`config.mk`:
```
export PLATFORM = sky130hd
export DESIGN_NAME = nmi_bus_demux
export DESIGN_NICKNAME = d
export VERILOG_FILES = /design/src/rtl/nmi_bus_demux.sv
export SDC_FILE = /design/constraint.sdc
export NUM_CORES = 1
export LEC_CHECK = 0
export BUFFER_PORTS_ARGS = -buffer_cell sky130_fd_sc_hd__buf_2
export CORE_AREA = 2 2 531 533
export CTS_CLUSTER_DIAMETER = 30
export CTS_CLUSTER_SIZE = 40
export DETAILED_ROUTE_END_ITERATION = 10
export DIE_AREA = 0 0 533 535
export SLEW_MARGIN = 10
export SYNTH_ARGS = -nofsm -noshare
export SYNTH_HDL_FRONTEND = slang
export SYNTH_SLANG_ARGS = --single-unit
```
`constraint.sdc`:
```
create_clock -name clk_i -period 3.1 [get_ports clk_i]
set_input_delay 0.31 -clock clk_i [delete_from_list [all_inputs] [get_ports clk_i]]
set_output_delay 0.31 -clock clk_i [all_outputs]
set_load 0.02 [all_outputs]
```
`src/rtl/nmi_bus_demux.sv`:
```
// -----------------------------------------------------------------------------
// nmi_bus_demux
//    Routes one NMI master onto NUM_SLV NMI slaves through a static base/mask
//    address map. Addresses that hit no slave complete with ERR_RDATA and
//    latch a level bus-error interrupt along with the offending address.
//
//    Optional build macro:
//       NMI_DEMUX_TIMEOUT_EN - abort a slave access that has not signalled
//                              ready within TIMEOUT_CYC cycles and complete
//                              it as a bus error.
//
//    Ports
//       clk_i, rst_n_i               clock, async active-low reset
//       m_valid_i/m_addr_i/
//       m_wdata_i/m_wstrb_i          master request
//       m_rdata_o/m_ready_o          master response
//       s_valid_o                    per-slave request strobe (one-hot)
//       s_addr_o/s_wdata_o/s_wstrb_o shared registered request payload
//       s_rdata_i/s_ready_i          slave responses, slave k at [32k+31:32k]
//       map_base_i/map_mask_i        address map, slave k at [32k+31:32k]
//       err_clr_i                    clears err_irq_o
//       err_irq_o/err_addr_o         bus-error flag and captured address
//
//    state  | meaning
//    -------+--------------------------------------------------------------
//    IDLE   | waiting for a master request; payload and select latched here
//    DECODE | select known; choose slave access or bus error
//    ACTIVE | selected slave strobed; completes on its ready
//    ERR    | one-cycle error completion with ERR_RDATA
// -----------------------------------------------------------------------------
module nmi_bus_demux #(
   parameter int          NUM_SLV     = 12,
   parameter int          TIMEOUT_CYC = 255,
   parameter logic [31:0] ERR_RDATA   = 32'hDEAD_BEEF
) (
   input  logic                   clk_i,
   input  logic                   rst_n_i,
   input  logic                   m_valid_i,
   input  logic [31:0]            m_addr_i,
   input  logic [31:0]            m_wdata_i,
   input  logic [3:0]             m_wstrb_i,
   output logic [31:0]            m_rdata_o,
   output logic                   m_ready_o,
   output logic [NUM_SLV-1:0]     s_valid_o,
   output logic [31:0]            s_addr_o,
   output logic [31:0]            s_wdata_o,
   output logic [3:0]             s_wstrb_o,
   input  logic [NUM_SLV*32-1:0]  s_rdata_i,
   input  logic [NUM_SLV-1:0]     s_ready_i,
   input  logic [NUM_SLV*32-1:0]  map_base_i,
   input  logic [NUM_SLV*32-1:0]  map_mask_i,
   input  logic                   err_clr_i,
   output logic                   err_irq_o,
   output logic [31:0]            err_addr_o
);

   if (NUM_SLV < 1 || NUM_SLV > 16) begin : g_bad_num_slv
      $error("nmi_bus_demux: NUM_SLV out of range 1..16");
   end
   if (TIMEOUT_CYC < 1 || TIMEOUT_CYC > 65535) begin : g_bad_timeout
      $error("nmi_bus_demux: TIMEOUT_CYC out of range 1..65535");
   end

   typedef enum logic [1:0] {
      ST_IDLE   = 2'd0,
      ST_DECODE = 2'd1,
      ST_ACTIVE = 2'd2,
      ST_ERR    = 2'd3
   } state_t;

   state_t               r_state;
   state_t               w_state_nxt;
   logic [NUM_SLV-1:0]   r_sel;
   logic [NUM_SLV-1:0]   w_match;
   logic [31:0]          r_addr;
   logic [31:0]          r_wdata;
   logic [3:0]           r_wstrb;
   logic                 r_cmpl;
   logic                 r_err_irq;
   logic [31:0]          r_err_addr;
   logic                 w_load;
   logic                 w_set_err;
   logic                 w_slv_ready;
   logic [31:0]          w_slv_rdata;

   // Iterating from the top down lets the lowest matching index overwrite.
   always_comb begin
      w_match = '0;
      for (int k = NUM_SLV - 1; k >= 0; k--) begin
         if ((m_addr_i & map_mask_i[32*k +: 32]) ==
             (map_base_i[32*k +: 32] & map_mask_i[32*k +: 32])) begin
            w_match    = '0;
            w_match[k] = 1'b1;
         end
      end
   end

   // r_sel is one-hot, so masking keeps ready/rdata of other slaves out.
   assign w_slv_ready = |(r_sel & s_ready_i);

   always_comb begin
      w_slv_rdata = '0;
      for (int k = 0; k < NUM_SLV; k++) begin
         if (r_sel[k]) begin
            w_slv_rdata = w_slv_rdata | s_rdata_i[32*k +: 32];
         end
      end
   end

`ifdef NMI_DEMUX_TIMEOUT_EN
   logic [15:0] r_tmo_cnt;
   logic        w_tmo_hit;

   // Last ACTIVE cycle without ready: the count reaches TIMEOUT_CYC here.
   assign w_tmo_hit = (r_tmo_cnt == 16'(TIMEOUT_CYC - 1));

   always_ff @(posedge clk_i or negedge rst_n_i) begin
      if (!rst_n_i) begin
         r_tmo_cnt <= '0;
      end else if (r_state == ST_DECODE) begin
         r_tmo_cnt <= '0;
      end else if (r_state == ST_ACTIVE && !w_slv_ready) begin
         r_tmo_cnt <= r_tmo_cnt + 16'd1;
      end
   end
`endif

   always_comb begin
      w_state_nxt = r_state;
      w_load      = 1'b0;
      w_set_err   = 1'b0;
      m_ready_o   = 1'b0;
      m_rdata_o   = '0;
      s_valid_o   = '0;
      case (r_state)
         ST_IDLE: begin
            // The master still holds valid in the cycle after a completion.
            if (m_valid_i && !r_cmpl) begin
               w_load      = 1'b1;
               w_state_nxt = ST_DECODE;
            end
         end
         ST_DECODE: begin
            w_state_nxt = (|r_sel) ? ST_ACTIVE : ST_ERR;
         end
         ST_ACTIVE: begin
            s_valid_o = r_sel;
            m_ready_o = w_slv_ready;
            if (w_slv_ready) begin
               m_rdata_o   = w_slv_rdata;
               w_state_nxt = ST_IDLE;
            end
`ifdef NMI_DEMUX_TIMEOUT_EN
            else if (w_tmo_hit) begin
               w_state_nxt = ST_ERR;
            end
`endif
         end
         ST_ERR: begin
            m_ready_o   = 1'b1;
            m_rdata_o   = ERR_RDATA;
            w_set_err   = 1'b1;
            w_state_nxt = ST_IDLE;
         end
         default: w_state_nxt = ST_IDLE;
      endcase
   end

   always_ff @(posedge clk_i or negedge rst_n_i) begin
      if (!rst_n_i) begin
         r_state    <= ST_IDLE;
         r_sel      <= '0;
         r_addr     <= '0;
         r_wdata    <= '0;
         r_wstrb    <= '0;
         r_cmpl     <= 1'b0;
         r_err_irq  <= 1'b0;
         r_err_addr <= '0;
      end else begin
         r_state <= w_state_nxt;
         r_cmpl  <= m_ready_o;
         if (w_load) begin
            r_sel   <= w_match;
            r_addr  <= m_addr_i;
            r_wdata <= m_wdata_i;
            r_wstrb <= m_wstrb_i;
         end
         // A new error takes priority over a simultaneous clear.
         if (w_set_err) begin
            r_err_irq  <= 1'b1;
            r_err_addr <= r_addr;
         end else if (err_clr_i) begin
            r_err_irq  <= 1'b0;
         end
      end
   end

   assign s_addr_o   = r_addr;
   assign s_wdata_o  = r_wdata;
   assign s_wstrb_o  = r_wstrb;
   assign err_irq_o  = r_err_irq;
   assign err_addr_o = r_err_addr;

endmodule

```
# After elaboration in Yosys (flattened, before gate mapping)
# Cells that the tools add are included.
[classes]
magnitude_cmp = 0
add_sub_neg = 0
n_shift = 0
n_eq_ne = 17
reduce_logical = 7
multipliers = 0
n_div = 0
muxes = 37
bitwise = 36
[op_table]
columns = ["op", "n"]
rows = [
  ["$and 32x32->32", 24],
  ["$mux 32", 13],
  ["$eq 32x32->1", 12],
  ["$or 32x32->32", 11],
  ["$mux 12", 13],
  ["$pmux 32 s2", 1],
  ["$reduce_or 12->1", 2],
  ["$and 12x12->12", 1],
  ["$pmux 2 s4", 1],
  ["$mux 1", 6],
  ["$eq 2x2->1 const B", 2],
  ["$mux 2", 2],
  ["$ne 2x2->1 const B", 2],
  ["$eq 2x1->1 const B", 1],
  ["$logic_not 2->1", 1],
  ["$pmux 1 s2", 1],
  ["$reduce_and 2->1", 1],
  ["$reduce_bool 2->1", 1],
  ["$logic_and 1x1->1", 1],
  ["$logic_not 1->1", 1],
]
[word_totals]
n_memories = 0
reg_bits = 116
latch_bits = 0
input_bits = 1236
ram_bits = 0
word_cells = 105
mem_bits_ro = 0

# Depth between registers and ports, before layout
# Gate-level depths: netlist of the first run.
[logic_depth]
depth_word = 25
depth_mapped = 9
ltp_nobuf = 7

# Worst setup path before layout of the first run
# Ideal clock, no wire load.
[synth_timing]
path_type = "reg-to-output"
startpoint = "register r_sel[1]"
endpoint = "output port m_rdata_o[15]"
arrival_time_ps = 1920
n_path_buf = 2
slack_ps = 870
path_stages_with_launch = 9
cell_sequence = "dfrtp_1 clkbuf_1 a22o_1 a221oi_1 nand3_1 nand2_1 or2_2 clkbuf_1 o21ai_0"
[synth_between]
elab_chain_cells = 23
elab_cells_between_ends = 25
cone_classes = "13 x mux; 11 x bitwise; 1 x reduce/logical"
[synth_lines]
columns = ["item", "line", "text"]
rows = [
  ["start, declared", "73", "logic [NUM_SLV-1:0] r_sel;"],
  ["start signal, assigned", "183", "r_sel <= w_match;"],
  ["$mux 32", "104", "if (r_sel[k]) begin"],
  ["$or 32x32->32", "105", "w_slv_rdata = w_slv_rdata | s_rdata_i[32*k +: 32];"],
  ["$mux 32", "104", ""],
  ["$or 32x32->32", "105", ""],
  ["$mux 32", "104", ""],
  ["$or 32x32->32", "105", ""],
  ["$mux 32", "104", ""],
  ["$or 32x32->32", "105", ""],
  ["[7 not listed]", "--", ""],
  ["$or 32x32->32", "105", ""],
  ["$mux 32", "104", ""],
  ["$or 32x32->32", "105", ""],
  ["$mux 32", "104", ""],
  ["$or 32x32->32", "105", ""],
  ["$mux 32", "104", ""],
  ["$mux 32 (*)", "149", "if (w_slv_ready) begin"],
  ["$pmux 32 s2 (*)", "135", "case (r_state)"],
  ["end, declared", "42", "output logic [31:0] m_rdata_o,"],
]
# Mark *: on every way between the ends. The rest lies on a longest branch, timed or not.

# Worst setup path after layout of the first run
[layout_timing]
startpoint = "register r_sel[9]"
endpoint = "output port m_rdata_o[28]"
[layout_between]
elab_chain_cells = 7
elab_cells_between_ends = 9
cone_classes = "5 x mux; 3 x bitwise; 1 x reduce/logical"
[layout_lines]
columns = ["item", "line"]
rows = [
  ["$mux 32", "104"],
  ["$or 32x32->32", "105"],
  ["$mux 32", "104"],
  ["$or 32x32->32", "105"],
  ["$mux 32", "104"],
  ["$mux 32 (*)", "149"],
  ["$pmux 32 s2 (*)", "135"],
]
# Marked as above.

==> qor.yml, run 1 <==
floorplanning:
  dieArea_um2: 285000
  dieWidth_um: 533
  core_area_um2: 279000
  die_y_um: 535
  start_util_pct: 4.49
  fp-row-count: 194
  io_pins: 1382
critical_path:
  r2r_slack_ps: 870
  end_kind: "output port"
  setup.worst_path.start_class: "register"
  cp.arrival_ps: 2790
  r2r-start: "r_state[1]$_DFFE_PN0P_"
  crit_end: "m_rdata_o[28]"
  crit_type: "reg2out"
  r2r-end: "r_sel[8]$_DFFE_PN0P_"
  rr_worst_depth: 4
  critPathRequiredTime_ps: 2790
  critPathMaxFanout: 35
  critPathLaunch: "r_sel[9]$_DFFE_PN0P_"
synthesis:
  postSynthCellCount: 1445
  synth.distinct_cells: 40
  synth_edf_count: 0
  ys_seq_area_share_pct: 23.2
  syn_area_um2: 12500
  synth_fp_nets: 2681
  synthArstFlopShare_pct: 100
  ys.warnings.count: 0
  avgSynthCellArea_um2: 8.66
  synth_seq_cells: 116
  ys_dominant_reg_cell: "dfrtp_1"
finish:
  mostFrequentLayoutCell: "buf_2"
  multi_input_area_um2: 8810
  layout_common_cells: "1,379 x buf_2, 384 x xor2_1, 214 x nand2_1"
  area_growth_pct: 106
  num-nets-final: 4078
  utilization_pct: 9.26
  area.sequential_um2: 2920
  layout-drive-gt1-share_pct: 56.3
  final_area_um2: 25800
  fillers: 32800
global_route:
  grt_max_degree: 76
  gr-usage-all-layers_pct: 18.0
  grt_pass1_vias: 20200
  antenna_found_initial: 450
  grt_pass1_wl_um: 310000
  grt-ovfl-total: 0
power:
  p_per_area_nw_per_um2: 485
  vdd_drop_max_v: 0.000454
  leakagePower_nw: 11.7
sta:
  rsz0062_at_grt: "no"
  setup_viol: 0
  worst_slew_pin_slew_ps: 996
  period_share_pct: 100
  finalSetupTns_ps: 0
  fin_crit_ps: 3100
  fin_worst_skew_ps: 8.39
  finalMaxSlewViolations: 0
  max-slew-margin-rel_pct: 33.6
  fmax_mhz: 323
  final_hold_viol_count: 0
  fin_hold_ws_ps: 35.8
route:
  dr.first_iter.drc_count: 2044
  postRouteAntennaNets: 0
  vias_per_cell: 3.21
  wl_um: 269000
  wl_per_cell_um: 39.7
  dr.pass1.iters: 6
  drc: 0
  vias: 21700
clocking:
  cts_root_buf: "clkbuf_16"
  htreeDepth: 4
  cts_tree: "yes"
  cts.sinks: 116
  path_clk_slew_ps: 60
  cts_made_buffers: 17
  clockBufferDepth: 2
  insertion_delay_ps: 460
placement:
  hpwlAfterDp_um: 248000
  place_area_um2: 24600
  io_buffers: 1381
  gp_congestion: 0.987
worst_hold_path:
  holdCritPathClass: "in2reg"
  hold_depth: 3
job:
  cap_viol_max_count: 0
run_status:
  status: "completed"
==> cell usage after synthesis, types with 22 or more instances <==
master    number  area [um2]
and3_1        22         138
o21ai_0       27         135
a221oi_1      93         815
a22oi_1      204        1530
nand4_1       50         313
mux2_2        32         360
buf_6         32         360
clkbuf_1      64         240
nand2_1      216         811
a22o_1        96         841
buf_2         23         115
xor2_1       384        3360
dfrtp_1      116        2900
==> per-layer routing <==
layer	global-route usage, %	up-vias	wire, um
met5	0	-	1730
met4	7.52	260	14100
met3	10.5	864	36800
met2	30.2	2035	125000
met1	18.0	10200	90700
li1	-	8419	-
==> final cells by class <==
type	instances	share of cell area, %
timing repair buffer	1516	32.3
clock buffer	20	1.77
multi-input combinational	1188	34.1
clock inverter	11	0.591
sequential	116	11.3
inverter	3	0.0436
antenna	194	1.88
tap	3724	18.0
==> critical path: stages, from the launching register on <==
cell and delay [ps]:
dfrtp_2 530, buf_12 220, a22o_1 300, a221oi_1 570, and3_1 250, o21ai_0 80, buf_2 220
==> sequential cells by signal, indices dropped and copies added, names as in the netlist <==
| signal | cells |
|---|---|
| err_addr_o | 32 |
| r_sel | 12 |
| s_wstrb_o | 4 |
| s_wdata_o | 32 |
| s_addr_o | 32 |
| r_cmpl | 1 |
| err_irq_o | 1 |
| r_state | 2 |
==> through the flow <==
step                      total power [W]  worst slack [ps]  instances
after detailed placement           0.0106              -374       6540
final                              0.0125              1.08       6772
after floorplan                   0.00542               870       1445
after global placement             0.0106              -434       6540
after global routing               0.0133              3.18       6686
after CTS                          0.0128              9.84       6577
==> power breakdown <==
group / internal [W] / switching, W
clock network: 0.00130 / 0.000847
logic: 0.00227 / 0.00551
registers: 0.00216 / 0.000456
==> worst min-delay path by stage <==
stage                       start                   endpoint  slack [ps]
floorplan                 rst_n_i  err_addr_o[0]$_DFFE_PN0P_          10
global placement          rst_n_i     r_state[1]$_DFFE_PN0P_         360
detailed placement        rst_n_i     r_state[1]$_DFFE_PN0P_         360
CTS                 m_wdata_i[28]  s_wdata_o[28]$_DFFE_PN0P_        0.07
global route         m_wdata_i[6]   s_wdata_o[6]$_DFFE_PN0P_          10
finish              m_wdata_i[14]  s_wdata_o[14]$_DFFE_PN0P_          40
==> cell families (layout without fill, tap and decap cells) <==
kind of cell	count (synthesis)	count (layout)	synth area share (%)
AOI/OAI and AO/OA	436	436	27.5
xor gates and xnor gates	384	384	26.9
buffers and inverters	141	1550	6.91
DFF	116	116	23.2
muxes	32	32	2.88
other	0	194	0
and+or+nand+nor	336	336	12.7
==> timing repair <==
| item | in CTS | in global routing |
|---|---|---|
| hold buffers | 6 | 0 |
| endpoints found under the hold margin | 63 | 0 |
| gates resized for setup | 5 | 1 |
| pin swaps | 1 | 0 |
| setup buffers | 0 | 1 |
| setup endpoints to repair | 15 | 3 |
Power figures use the tool's default switching activity.
==> inputs of run 2 (changes only) <==
- ABC_AREA: not set -> 1
==> run 2 against run 1 <==
Effect of this change: first-iteration DRC count up 0.29%; cell area increased by 8.8%; combinational power shrank 2%; synthesized cell count is 92% higher; clock-buffer cell count fell by 3; largest power group unchanged; register-to-register slack lost 160 ps; sequential cell count unchanged; utilization grew 0.82 points; power is 1.8% lower; sequential power is essentially flat; highest routed layer unchanged; largest cell class unchanged.
==> qor.yml, run 2 <==
synthesis:
  avgSynthCellArea_um2: 5.39
  synth_top_cell_by_area: "nand2_1"
  synthArstFlopShare_pct: 100
  synth.distinct_cells: 38
  synth_seq_cells: 116
  synth_fp_nets: 4012
  ys_dominant_reg_cell: "dfrtp_1"
  ys.warnings.count: 0
  syn_area_um2: 15000
  netlist_top_cells_area: "nand2_1 31%, dfrtp_1 19%, nand3_1 14%"
  postSynthCellCount: 2776
  synth_common_cells: "1,234 x nand2_1, 417 x nand3_1, 276 x inv_1"
  ys_seq_area_share_pct: 19.4
  yosys.area.top_type_share_pct: 31.0
  synth_edf_count: 0
  synth.most_common_cell: "nand2_1"
sta:
  rsz0062_at_grt: "no"
  worst_slew_pin_slew_ps: 773
  max-slew-margin-rel_pct: 48.5
  period_share_pct: 95.4
  finalMaxSlewViolations: 0
  final_hold_viol_count: 0
  fin_crit_ps: 2960
  fmax_mhz: 338
  fin_worst_skew_ps: 22.7
  finalSetupTns_ps: 0
  setup_viol: 0
floorplanning:
  core_area_um2: 279000
  dieArea_um2: 285000
  dieWidth_um: 533
  fp-row-count: 194
  start_util_pct: 5.37
  die_y_um: 535
  io_pins: 1382
global_route:
  grt_max_degree: 78
  gr-usage-all-layers_pct: 19.9
  grt-ovfl-total: 0
  grt_pass1_vias: 24300
  grt_pass1_wl_um: 345000
  antenna_found_initial: 578
run_status:
  status: "completed"
route:
  drc: 0
  wl_met3_um: 52900
  vias_per_cell: 3.38
  wl_um: 295000
  dr.first_iter.drc_count: 2050
  routed.top_layer: "met5"
  vias: 27500
  dr.pass1.iters: 9
  postRouteAntennaNets: 0
  dr_wl_met2_um: 130000
  wl_met1_um: 94100
  wl_per_cell_um: 36.3
placement:
  dp.cells: 7878
  hpwlAfterDp_um: 276000
  io_buffers: 1381
  gp_congestion: 0.965
  place_area_um2: 26900
finish:
  area_growth_pct: 87.9
  layout_common_cells: "1,379 x buf_2, 1,232 x nand2_1, 416 x nand3_1"
  num-nets-final: 5411
  mostFrequentLayoutCell: "buf_2"
  final_cell_count_no_fill: 8130
  final_area_um2: 28100
  area.sequential_um2: 2920
  layout-drive-gt1-share_pct: 40.2
  multi_input_area_um2: 10300
  fillers: 33200
power:
  power_frac_seq_pct: 21.0
  p_clk_share_pct: 17.0
  finalPower_w: 0.0123
  power.internal_w: 0.00554
  vdd_drop_max_v: 0.000370
  comb_power_share_pct: 62.0
  p_per_area_nw_per_um2: 438
  switchingPower_w: 0.00677
  switching_share_pct: 55.0
  leakagePower_nw: 14.7
clocking:
  cts_made_buffers: 17
  cts_tree: "yes"
  cts.sinks: 116
  htreeDepth: 4
  cts_setup_buffers: 0
  clockBufferDepth: 2
  insertion_delay_ps: 470
  cts_root_buf: "clkbuf_16"
  path_clk_slew_ps: 70
critical_path:
  cp.arrival_ps: 2650
  critPathMaxFanout: 13
  end_kind: "output port"
  r2r_slack_ps: 710
  rr_worst_depth: 9
  crit_type: "reg2out"
  setup.worst_path.start_class: "register"
  critPathRequiredTime_ps: 2790
worst_hold_path:
  hold_depth: 3
  holdCritPathClass: "in2reg"
job:
  cap_viol_max_count: 0
-- run 2: routing by layer --
layer | global-route usage [%] | vias to the layer above
met5 | 0 | -
met4 | 7.26 | 384
met3 | 15.5 | 1050
met2 | 32.4 | 2135
met1 | 18.7 | 12000
li1 | - | 12000
-- run 2: power groups by stage --
stage	registers [W]	clock network, W	logic, W
final	0.00259	0.00209	0.00763
after CTS	0.00259	0.00217	0.00781
after floorplan	0.00327	0	0.00246
after global routing	0.00268	0.00221	0.00823
after global placement	0.00260	0	0.00778
after detailed placement	0.00262	0	0.00778
-- run 2: final timing paths --
path                                           from                        end
setup / recovery               r_sel[8]$_DFFE_PN0P_               m_rdata_o[0]
setup reg to reg             r_state[1]$_DFFE_PN0P_       r_sel[8]$_DFFE_PN0P_
min in group asynchronous                   rst_n_i   s_wstrb_o[1]$_DFFE_PN0P_
max in group asynchronous                   rst_n_i       r_sel[3]$_DFFE_PN0P_
hold reg to reg            s_wdata_o[6]$_DFFE_PN0P_   s_wdata_o[6]$_DFFE_PN0P_
hold / removal                        m_wdata_i[14]  s_wdata_o[14]$_DFFE_PN0P_
-- run 2: what timing repair did --
| item | CTS | global route |
|---|---|---|
| hold buffers | 2 | 0 |
| setup endpoints to repair | 19 | 0 |
| gates resized for setup | 6 | 0 |
| endpoints found under the hold margin | 54 | 0 |
-- run 2: cells by family (layout without fill, tap and decap cells) --
group                  after synthesis  in the layout  synth area share (%)
other                                0            218                     0
buffers and inverters              427           1839                  12.5
AOI/OAI and AO/OA                  262            262                  12.5
DFF                                116            116                  19.4
and+or+nand+nor                   1971           1971                  55.6
-- run 2: metrics by stage --
stage	hold slack (ps)	utilization [%]	setup slack, ps
finish	36.2	10.1	142
global route	24.8	9.99	38.6
CTS	1.00	9.89	33.1
detailed placement	355	9.66	-81.6
global placement	352	9.66	-104
floorplan	14.4	-	1150
-- run 2: cell type report --
type / instances / share of cell area (%)
multi-input combinational: 2233 / 36.5
timing repair buffer: 1519 / 28.8
tap: 3724 / 16.6
sequential: 116 / 10.4
inverter: 288 / 3.85
antenna: 218 / 1.94
clock buffer: 17 / 1.51
clock inverter: 15 / 0.525
-- run 2: worst max-delay path, stage by stage (launching register included) --
cell and delay [ps]:
dfrtp_2 650, buf_4 340, nand2_1 160, nand4_1 120, a211oi_1 70, buf_4 180, a32oi_1 440, buf_12 190
